--- src/rtl/simulador_drone_param_if.sv ---
// Control and status bundle of the drone simulator core.
// The top level (master) drives buttons and switches; the core (slave) returns flags, position and debug.
interface simulador_drone_param_if #(
    parameter int unsigned COLS  = 16,
    parameter int unsigned ROWS  = 8,
    parameter int unsigned LIVES = 3,
    parameter int unsigned MAPS  = 4
);
    localparam int unsigned CW = $clog2(COLS);
    localparam int unsigned RW = $clog2(ROWS);
    localparam int unsigned LW = $clog2(LIVES + 1);
    localparam int unsigned MW = (MAPS > 1) ? $clog2(MAPS) : 1;

    logic            iniciar;
    logic            confirma;
    logic [1:0]      controle_vertical;
    logic [1:0]      controle_horizontal;
    logic [1:0]      modo_sel;
    logic [MW-1:0]   mapa_sel;

    logic            venceu;
    logic            perdeu;
    logic            timeout_out;
    logic [CW-1:0]   pos_h;
    logic [RW-1:0]   pos_v;
    logic [LW-1:0]   vidas;
    logic [LW-1:0]   colisoes;
    logic [ROWS-1:0] obstaculo_mask;
    logic [1:0]      db_modo;
    logic [3:0]      db_estado;

    modport master (
        output iniciar, confirma, controle_vertical, controle_horizontal, modo_sel, mapa_sel,
        input  venceu, perdeu, timeout_out, pos_h, pos_v, vidas, colisoes, obstaculo_mask,
               db_modo, db_estado
    );

    modport slave (
        input  iniciar, confirma, controle_vertical, controle_horizontal, modo_sel, mapa_sel,
        output venceu, perdeu, timeout_out, pos_h, pos_v, vidas, colisoes, obstaculo_mask,
               db_modo, db_estado
    );
endinterface

--- src/rtl/simulador_drone_param.sv ---
// Drone simulator core: FSM plus datapath moving a drone across a COLS x ROWS obstacle grid,
// with lives, collision count, manual/auto-scroll modes and an idle timeout.
module simulador_drone_param #(
    parameter int unsigned COLS           = 16,
    parameter int unsigned ROWS           = 8,
    parameter int unsigned LIVES          = 3,
    parameter int unsigned MAPS           = 4,
    parameter int unsigned STEP_CYCLES    = 50000000,
    parameter int unsigned TIMEOUT_CYCLES = 250000000
) (
    input  logic                    clock,
    input  logic                    reset,
    simulador_drone_param_if.slave  bus
);
    localparam int unsigned CW   = $clog2(COLS);
    localparam int unsigned RW   = $clog2(ROWS);
    localparam int unsigned LW   = $clog2(LIVES + 1);
    localparam int unsigned MW   = (MAPS > 1) ? $clog2(MAPS) : 1;
    localparam int unsigned TMAX = (STEP_CYCLES > TIMEOUT_CYCLES) ? STEP_CYCLES : TIMEOUT_CYCLES;
    localparam int unsigned TW   = $clog2(TMAX + 1);

    localparam logic [CW-1:0] H_MAX        = CW'(COLS - 1);
    localparam logic [RW-1:0] V_MAX        = RW'(ROWS - 1);
    localparam logic [RW-1:0] V_START      = RW'(ROWS / 2);
    localparam logic [LW-1:0] LIVES_INIT   = LW'(LIVES);
    localparam logic [TW-1:0] STEP_LAST    = TW'(STEP_CYCLES - 1);
    localparam logic [TW-1:0] TIMEOUT_LAST = TW'(TIMEOUT_CYCLES - 1);

    typedef enum logic [3:0] {
        StInicial = 4'd0,
        StConfig  = 4'd1,
        StPrepara = 4'd2,
        StEspera  = 4'd3,
        StMove    = 4'd4,
        StCheca   = 4'd5,
        StColidiu = 4'd6,
        StVenceu  = 4'd7,
        StPerdeu  = 4'd8,
        StTimeout = 4'd9
    } estado_t;

    estado_t       estado_q;
    logic          conf_q;
    logic [1:0]    modo_q;
    logic [MW-1:0] mapa_q;
    logic [1:0]    ctrl_v_q;
    logic [1:0]    ctrl_h_q;
    logic [CW-1:0] pos_h_q;
    logic [RW-1:0] pos_v_q;
    logic [LW-1:0] vidas_q;
    logic [LW-1:0] colisoes_q;
    logic [TW-1:0] timer_q;
    logic          venceu_q;
    logic          perdeu_q;
    logic          timeout_q;

    // Odd interior columns carry a single obstacle whose row depends on the map.
    function automatic logic [ROWS-1:0] col_mask(input logic [CW-1:0] c, input logic [MW-1:0] m);
        int unsigned cu;
        int unsigned mu;
        int unsigned r;
        col_mask = '0;
        cu = 32'(c);
        mu = 32'(m);
        if (c != '0 && c != H_MAX && c[0]) begin
            r = (cu * (2 * mu + 3) + mu) % ROWS;
            col_mask = ROWS'(1) << r;
        end
    endfunction

    logic            confirma_pulse;
    logic            modo_auto;
    logic [ROWS-1:0] mask;
    logic            hit;
    logic [1:0]      modo_norm;
    logic [MW-1:0]   mapa_norm;

    always_comb begin
        confirma_pulse = bus.confirma & ~conf_q;
        modo_auto      = (modo_q == 2'd1);
        mask           = col_mask(pos_h_q, mapa_q);
        hit            = mask[pos_v_q];
        modo_norm      = (bus.modo_sel == 2'd1) ? 2'd1 : 2'd0;
        mapa_norm      = (32'(bus.mapa_sel) < MAPS) ? bus.mapa_sel : '0;
    end

    always_ff @(posedge clock) begin
        if (reset) begin
            estado_q   <= StInicial;
            conf_q     <= 1'b0;
            modo_q     <= '0;
            mapa_q     <= '0;
            ctrl_v_q   <= '0;
            ctrl_h_q   <= '0;
            pos_h_q    <= '0;
            pos_v_q    <= '0;
            vidas_q    <= '0;
            colisoes_q <= '0;
            timer_q    <= '0;
            venceu_q   <= 1'b0;
            perdeu_q   <= 1'b0;
            timeout_q  <= 1'b0;
        end else begin
            conf_q <= bus.confirma;
            case (estado_q)
                StInicial: begin
                    if (bus.iniciar) estado_q <= StConfig;
                end
                StConfig: begin
                    if (confirma_pulse) begin
                        modo_q   <= modo_norm;
                        mapa_q   <= mapa_norm;
                        estado_q <= StPrepara;
                    end
                end
                StPrepara: begin
                    pos_h_q    <= '0;
                    pos_v_q    <= V_START;
                    vidas_q    <= LIVES_INIT;
                    colisoes_q <= '0;
                    timer_q    <= '0;
                    venceu_q   <= 1'b0;
                    perdeu_q   <= 1'b0;
                    timeout_q  <= 1'b0;
                    estado_q   <= StEspera;
                end
                StEspera: begin
                    timer_q <= timer_q + 1'b1;
                    if (modo_auto) begin
                        // Auto-scroll always advances; only the vertical control is honoured.
                        if (timer_q == STEP_LAST) begin
                            ctrl_v_q <= bus.controle_vertical;
                            ctrl_h_q <= 2'b01;
                            estado_q <= StMove;
                        end
                    end else if (confirma_pulse) begin
                        ctrl_v_q <= bus.controle_vertical;
                        ctrl_h_q <= bus.controle_horizontal;
                        estado_q <= StMove;
                    end else if (timer_q == TIMEOUT_LAST) begin
                        timeout_q <= 1'b1;
                        estado_q  <= StTimeout;
                    end
                end
                StMove: begin
                    if (ctrl_v_q == 2'b01 && pos_v_q != V_MAX) pos_v_q <= pos_v_q + 1'b1;
                    else if (ctrl_v_q == 2'b10 && pos_v_q != '0) pos_v_q <= pos_v_q - 1'b1;
                    if (ctrl_h_q == 2'b01 && pos_h_q != H_MAX) pos_h_q <= pos_h_q + 1'b1;
                    else if (ctrl_h_q == 2'b10 && pos_h_q != '0) pos_h_q <= pos_h_q - 1'b1;
                    timer_q  <= '0;
                    estado_q <= StCheca;
                end
                StCheca: begin
                    if (hit) begin
                        estado_q <= StColidiu;
                    end else if (pos_h_q == H_MAX) begin
                        venceu_q <= 1'b1;
                        estado_q <= StVenceu;
                    end else begin
                        estado_q <= StEspera;
                    end
                end
                StColidiu: begin
                    vidas_q <= vidas_q - 1'b1;
                    if (colisoes_q != LIVES_INIT) colisoes_q <= colisoes_q + 1'b1;
                    if (vidas_q == LW'(1)) begin
                        perdeu_q <= 1'b1;
                        estado_q <= StPerdeu;
                    end else begin
                        estado_q <= StEspera;
                    end
                end
                StVenceu, StPerdeu, StTimeout: begin
                    if (bus.iniciar) begin
                        venceu_q  <= 1'b0;
                        perdeu_q  <= 1'b0;
                        timeout_q <= 1'b0;
                        estado_q  <= StConfig;
                    end
                end
                default: estado_q <= StInicial;
            endcase
        end
    end

    assign bus.venceu         = venceu_q;
    assign bus.perdeu         = perdeu_q;
    assign bus.timeout_out    = timeout_q;
    assign bus.pos_h          = pos_h_q;
    assign bus.pos_v          = pos_v_q;
    assign bus.vidas          = vidas_q;
    assign bus.colisoes       = colisoes_q;
    assign bus.obstaculo_mask = mask;
    assign bus.db_modo        = modo_q;
    assign bus.db_estado      = estado_q;
endmodule

--- src/flat_wrapper.sv ---
// flat-port wrapper written by rule: the top's interface ports become plain ports
module simulador_drone_param_flat 
#(
    parameter int unsigned COLS           = 16,
    parameter int unsigned ROWS           = 8,
    parameter int unsigned LIVES          = 3,
    parameter int unsigned MAPS           = 4,
    parameter int unsigned STEP_CYCLES    = 50000000,
    parameter int unsigned TIMEOUT_CYCLES = 250000000
)
  (clock, reset, bus_iniciar, bus_confirma, bus_controle_vertical, bus_controle_horizontal, bus_modo_sel, bus_mapa_sel, bus_venceu, bus_perdeu, bus_timeout_out, bus_pos_h, bus_pos_v, bus_vidas, bus_colisoes, bus_obstaculo_mask, bus_db_modo, bus_db_estado);
  simulador_drone_param_if #(.COLS(COLS), .ROWS(ROWS), .LIVES(LIVES), .MAPS(MAPS)) bus_i ();
  input  logic clock;
  input  logic reset;
  input wire logic [$bits(bus_i.iniciar)-1:0] bus_iniciar;
  input wire logic [$bits(bus_i.confirma)-1:0] bus_confirma;
  input wire logic [$bits(bus_i.controle_vertical)-1:0] bus_controle_vertical;
  input wire logic [$bits(bus_i.controle_horizontal)-1:0] bus_controle_horizontal;
  input wire logic [$bits(bus_i.modo_sel)-1:0] bus_modo_sel;
  input wire logic [$bits(bus_i.mapa_sel)-1:0] bus_mapa_sel;
  output wire logic [$bits(bus_i.venceu)-1:0] bus_venceu;
  output wire logic [$bits(bus_i.perdeu)-1:0] bus_perdeu;
  output wire logic [$bits(bus_i.timeout_out)-1:0] bus_timeout_out;
  output wire logic [$bits(bus_i.pos_h)-1:0] bus_pos_h;
  output wire logic [$bits(bus_i.pos_v)-1:0] bus_pos_v;
  output wire logic [$bits(bus_i.vidas)-1:0] bus_vidas;
  output wire logic [$bits(bus_i.colisoes)-1:0] bus_colisoes;
  output wire logic [$bits(bus_i.obstaculo_mask)-1:0] bus_obstaculo_mask;
  output wire logic [$bits(bus_i.db_modo)-1:0] bus_db_modo;
  output wire logic [$bits(bus_i.db_estado)-1:0] bus_db_estado;
  assign bus_i.iniciar = bus_iniciar;
  assign bus_i.confirma = bus_confirma;
  assign bus_i.controle_vertical = bus_controle_vertical;
  assign bus_i.controle_horizontal = bus_controle_horizontal;
  assign bus_i.modo_sel = bus_modo_sel;
  assign bus_i.mapa_sel = bus_mapa_sel;
  assign bus_venceu = bus_i.venceu;
  assign bus_perdeu = bus_i.perdeu;
  assign bus_timeout_out = bus_i.timeout_out;
  assign bus_pos_h = bus_i.pos_h;
  assign bus_pos_v = bus_i.pos_v;
  assign bus_vidas = bus_i.vidas;
  assign bus_colisoes = bus_i.colisoes;
  assign bus_obstaculo_mask = bus_i.obstaculo_mask;
  assign bus_db_modo = bus_i.db_modo;
  assign bus_db_estado = bus_i.db_estado;
  simulador_drone_param #(.COLS(COLS), .ROWS(ROWS), .LIVES(LIVES), .MAPS(MAPS), .STEP_CYCLES(STEP_CYCLES), .TIMEOUT_CYCLES(TIMEOUT_CYCLES)) u_core (.clock(clock), .reset(reset), .bus(bus_i));
endmodule
--- config.mk ---
export PLATFORM = sky130hd
export DESIGN_NAME = simulador_drone_param_flat
export DESIGN_NICKNAME = d
export VERILOG_FILES = /design/src/rtl/simulador_drone_param_if.sv /design/src/rtl/simulador_drone_param.sv /design/src/flat_wrapper.sv
export SDC_FILE = /design/constraint.sdc
export NUM_CORES = 1
export LEC_CHECK = 0
export ABC_AREA = 0
export BUFFER_PORTS_ARGS = -buffer_cell sky130_fd_sc_hd__buf_2
export CAP_MARGIN = 10
export CORE_MARGIN = 3
export CORE_UTILIZATION = 50
export DETAILED_ROUTE_END_ITERATION = 7
export GPL_ROUTABILITY_DRIVEN = 0
export PLACE_DENSITY = 0.75
export SLEW_MARGIN = 10
export SYNTH_ARGS = -nofsm -noshare
export SYNTH_HDL_FRONTEND = slang
export SYNTH_SLANG_ARGS = --single-unit
--- constraint.sdc ---
create_clock -name clock -period 3.24 [get_ports clock]
set_input_delay 0.486 -clock clock [delete_from_list [all_inputs] [get_ports clock]]
set_output_delay 0.486 -clock clock [all_outputs]
set_load 0.02 [all_outputs]
# --- Word level (Yosys, flattened, before mapping) ---
# Index checks and enable logic that the tools add are counted.
op_classes:
  order_cmp: 1
  add_sub_neg: 9
  shifts: 1
  n_mux: 40
  multipliers: 1
  bitwise: 2
  n_eq_ne: 37
  reduce_logical: 28
op_table:
  columns: ["operator", "n"]
  rows:
  - ["$pmux 28 s2", 1]
  - ["$mux 4", 10]
  - ["$mul 4x32->3", 1]
  - ["$add 28x1->28 const B", 1]
  - ["$eq 28x26->1 const B", 1]
  - ["$eq 28x28->1 const B", 1]
  - ["$pmux 4 s7", 1]
  - ["$eq 4x3->1 const B", 4]
  - ["$mux 2", 7]
  - ["$eq 4x4->1 const B", 3]
  - ["$ne 2x1->1 const B", 6]
  - ["$ne 2x2->1 const B", 6]
  - ["$reduce_bool 3->1", 4]
  - ["$eq 2x1->1 const B", 5]
  - ["$mux 1", 9]
  - ["$mux 3", 3]
  - ["$pmux 1 s3", 3]
  - ["$eq 4x2->1 const B", 2]
  - ["$mux 8", 1]
  - ["$pmux 2 s2", 2]
  - ["$pmux 4 s2", 1]
  - ["$reduce_and 2->1", 4]
  - ["$reduce_and 4->1", 2]
  - ["$reduce_bool 2->1", 4]
  - ["other kinds (28)", 37]
word_totals:
  ff_bits: 55
  out_inout_bits: 28

# --- Depth between registers and ports, before layout ---
logic_depth:
  word_depth: 9
  mapped_depth: 11
  ltp_nobuf: 11

# --- Least setup slack after synthesis ---
# Ideal clock, no wire load.
synth_path:
  path_type: "reg2out"
  from: "register u_core.pos_h_q[0], in the netlist u_core.bus.pos_h[0]"
  to: "output bus_obstaculo_mask[1]"
  path_stages_with_launch: 9
  arrival_ns: 2.742
  slack_ns: 0.012
  path_cell_list: "dfxtp_1 > ha_1 > ha_1 > ha_1 > ha_1 > xor2_1 > xnor2_1 > xnor3_1 > nor4b_1"
synth_via:
  elab_chain_len: 4
synth_rtl:
  columns: ["element", "line_no", "rtl"]
  rows:
  - ["start, declared", "simulador_drone_param.sv:48", "logic [CW-1:0] pos_h_q;"]
  - ["start signal, assigned", "simulador_drone_param.sv:148", "if (ctrl_h_q == 2'b01 && pos_h_q != H_MAX) pos_h_q <= pos_h_q + 1'b1;"]
  - ["start signal, assigned", "simulador_drone_param.sv:149", "else if (ctrl_h_q == 2'b10 && pos_h_q != '0) pos_h_q <= pos_h_q - 1'b1;"]
  - ["$mul 4x32->3 (tied with other cells)", "simulador_drone_param.sv:66", "r = (cu * (2 * mu + 3) + mu) % ROWS;"]
  - ["$add 3x2->3 or $logic_and 1x1->1 (tied branches)", "simulador_drone_param.sv:66, simulador_drone_param.sv:65", null]
  - ["$shl 1x3->8 or $logic_and 1x1->1 (tied branches)", "simulador_drone_param.sv:67, simulador_drone_param.sv:65", null]
  - ["$mux 8 (*)", "simulador_drone_param.sv:65", "if (c != '0 && c != H_MAX && c[0]) begin"]
  - ["end, declared", "flat_wrapper.sv:28", "output wire logic [$bits(bus_i.obstaculo_mask)-1:0] bus_obstaculo_mask;"]
# Every way passes the cells marked *; elsewhere a longest branch is shown, timed or not.

# --- Worst setup path in the final report ---
layout_path:
  from: "register u_core.mapa_q[0]"
  to: "output bus_obstaculo_mask[4]"
layout_via:
  elab_chain_len: 5
layout_rtl:
  columns: ["element", "line_no", "rtl"]
  rows:
  - ["start, declared", "simulador_drone_param.sv:45", "logic [MW-1:0] mapa_q;"]
  - ["start signal, assigned", "simulador_drone_param.sv:112", "mapa_q <= mapa_norm;"]
  - ["$add 3x2->4", "simulador_drone_param.sv:66", null]
  - ["$mul 4x32->3", "simulador_drone_param.sv:66", null]
  - ["$add 3x2->3 (*)", "simulador_drone_param.sv:66", null]
  - ["$shl 1x3->8 (*)", "simulador_drone_param.sv:67", "col_mask = ROWS'(1) << r;"]
  - ["$mux 8 (*)", "simulador_drone_param.sv:65", null]
# Marks and branches as above.

==> results.toml <==
[status]
outcome = "finished, final reports clean"

[critical_path]
cp-end-kind = "output port"
critPathKind = "reg2out"
crit_fanout = 7
crit_required_ns = 2.75
start_kind = "flop"
worstPathArrival_ns = 2.61

[synthesis]
synth.net_count = 425
netlist_instances = 400
ys_types = 53
yosys-top-cells-count = "nor2_1, dfxtp_1, nand2_1"
synth_area_leaders = "dfxtp_1, nor2_1, nand2_1, ha_1, xor2_1"
ys_seq_area_share_pct = 34.1
synth_edf_count = 0
yosys.area.top_type_share_pct = 34.1
synth_ff_type = "dfxtp_1"
synth.most_common_cell = "nor2_1"
ys_warn_count = 0
synth_top_area_cell = "dfxtp_1"
synth_area_per_cell_um2 = 7.92
syn_area_um2 = 3170
ys_ff_latch = 54
synthArstFlopShare_pct = 0

[detailed_routing]
drc = 0
wl_um = 7280
ant_nets = 0
vias = 2957
via_per_inst = 5.78
first_pass_iters = 4
wire_per_inst_um = 14.2
drt_iter0_drc = 135

[clocking]
tritoncts = "done"
cts_max_level = 2
cts.sinks = 54
clockBufferDepth = 2
numCtsBuffers = 5
clk_latency_ns = 0.31
cts_root_buf = "clkbuf_8"
cts_hold_buf = 0
clkSlewWorstSetupHoldPaths_ns = 0.09

[pwr]
leakage_nw = 1.39
total_power_mw = 1.60
swShare_pct = 32.7
combPwrFrac_pct = 23.6
powerDensity_nw_per_um2 = 445
p_int_mw = 1.08
clockPowerShare_pct = 28.9
p_seq_share_pct = 47.5
vdd_drop_max_v = 0.000280
power_switching_mw = 0.523

[sta]
worstMarginPinSlew_ns = 0.692
setup_ws_ns = 0.148
fin_skew_ns = 0.00581
setup_viol = 0
rsz0062_at_grt = "no"
fmax_ghz = 0.323
period_needed_ns = 3.09
slew_headroom_pct = 53.7
drv_slew = 0
fin_tns_setup_ns = 0
post-route-period-util_pct = 95.4
hold_viol = 0

[global_route]
grt_max_degree = 32
first_global_vias = 2691
overflow = 0
grt_util_all_layers_pct = 20.6
grt_pass1_wl_um = 12400
antenna_found_initial = 0

[die]
start_util_pct = 52.6
die_area_um2 = 7320
std_cell_rows = 28
die_x_um = 85.6
io_pins = 40
dieHeight_um = 85.6
core_um2 = 6030

[placed_design]
port_buffers = 38
place_ws_ns = 0.132
hpwlAfterDp_um = 5320

[cells_and_area]
n_antenna_cell = 0
final_nets = 462
area_growth_pct = 13.4
final_layout_size_suffix_gt1_share_pct = 14.9

[run]
drv_cap = 0

[min_path]
worstHoldPathType = "in2reg"
area by class of cell:
class / instances / area, µm²
fillers: 602 / 2430
multi-input cells: 317 / 2010
flip-flops and latches: 54 / 1080
repair buffers: 45 / 243
well taps: 75 / 93.8
clock buffers: 6 / 82.6
inverters: 14 / 52.6
clock inverters: 1 / 30.0
flip-flops by register name (all words and copies together), names as in the netlist, 2 cells and up:
name / count
u_core.ctrl_h_q: 2
u_core.bus.pos_v: 3
u_core.mapa_q: 2
u_core.ctrl_v_q: 2
u_core.bus.db_estado: 4
u_core.bus.pos_h: 4
u_core.bus.vidas: 2
u_core.bus.colisoes: 2
u_core.timer_q: 28
power by group through the flow:
| stage | clock, mW | combinational [mW] | sequential, mW |
|---|---|---|---|
| 2_1_floorplan | 0 | 0.274 | 0.772 |
| 3_3_place_gp | 0 | 0.365 | 0.770 |
| 3_5_place_dp | 0 | 0.371 | 0.772 |
| 4_1_cts | 0.474 | 0.378 | 0.756 |
| 5_1_grt | 0.501 | 0.423 | 0.767 |
| 6_report | 0.462 | 0.378 | 0.759 |
path summary, 6_finish.rpt:
kind,slack [ns],depth (start not counted),to,start
worst max register to register,0.39,13,u_core.bus.db_estado[2],u_core.mapa_q[0]
worst max-delay path,0.15,11,bus_obstaculo_mask[4],u_core.mapa_q[0]
worst min register to register,0.47,2,u_core.bus.perdeu,u_core.bus.perdeu
worst min-delay path,0.40,2,u_core.conf_q,bus_confirma
layout by cell type (no fill, tap or decap), types with 3 or more instances in the layout:
cell type	instances
nor2_1	65
dfxtp_1	53
nand2_1	42
buf_2	38
a21oi_1	20
nand3_1	16
xor2_1	14
inv_1	14
o21ai_0	14
xnor2_1	13
nor2b_1	10
nor3_1	8
nor4_1	8
ha_1	8
nand4_1	7
nor3b_1	7
buf_4	7
mux2i_1	6
clkbuf_8	6
nand2b_1	5
a22oi_1	5
or3_1	5
nand3b_1	4
and2_1	4
and3_1	4
a31oi_1	4
or4_1	3
a211o_1	3
a211oi_1	3
a21o_1	3
a311oi_1	3
logic make-up (layout without fill, tap and decap cells):
kind of cell	Yosys count	after routing	share of synthesized area (%)
and+or+nand+nor	202	202	32.1
AOI/OAI and AO/OA	67	67	14.1
DFF	54	54	34.1
buffers and inverters	29	66	3.79
xor gates and xnor gates	28	28	8.18
adders and majority gates	13	13	5.61
muxes	6	6	1.90
other	1	1	0.118
worst max-delay path, stage by stage, from the launching register on:
cell      delay (ns)
dfxtp_2         0.33
inv_1           0.04
ha_2            0.17
ha_4            0.27
ha_4            0.19
ha_1            0.20
xor2_1          0.15
xnor2_1         0.17
xnor3_2         0.33
nand2b_4        0.17
nor3_2          0.09
buf_2           0.18
routing by layer:
layer  track usage [%]  up-vias  routed length (µm)  part of all wire [%]
met5                 0        -                   0                     0
met4              6.04        0                 105                   1.4
met3              3.46       10                 283                   3.9
met2              34.5       66                3380                    46
met1              27.2     1399                3510                    48
li1                  -     1482                   -                     -
stage by stage:
stage	utilization (%)	cells	instance area [µm²]	hold WS [ns]
global route	59.6	512	3590	0.427
detailed placement	56.6	502	3410	0.451
global placement	56.6	502	3410	0.448
CTS	59.1	511	3560	0.399
finish	59.6	512	3590	0.397
floorplan	-	400	3170	0.451
what timing repair did:
action	4_1_cts	5_1_grt
hold endpoints to repair	0	0
endpoints found under the setup margin	8	7
setup buffers	2	1
gates resized for setup	4	3
pin swaps	2	2
No activity file was read; power rests on OpenSTA's default activity.
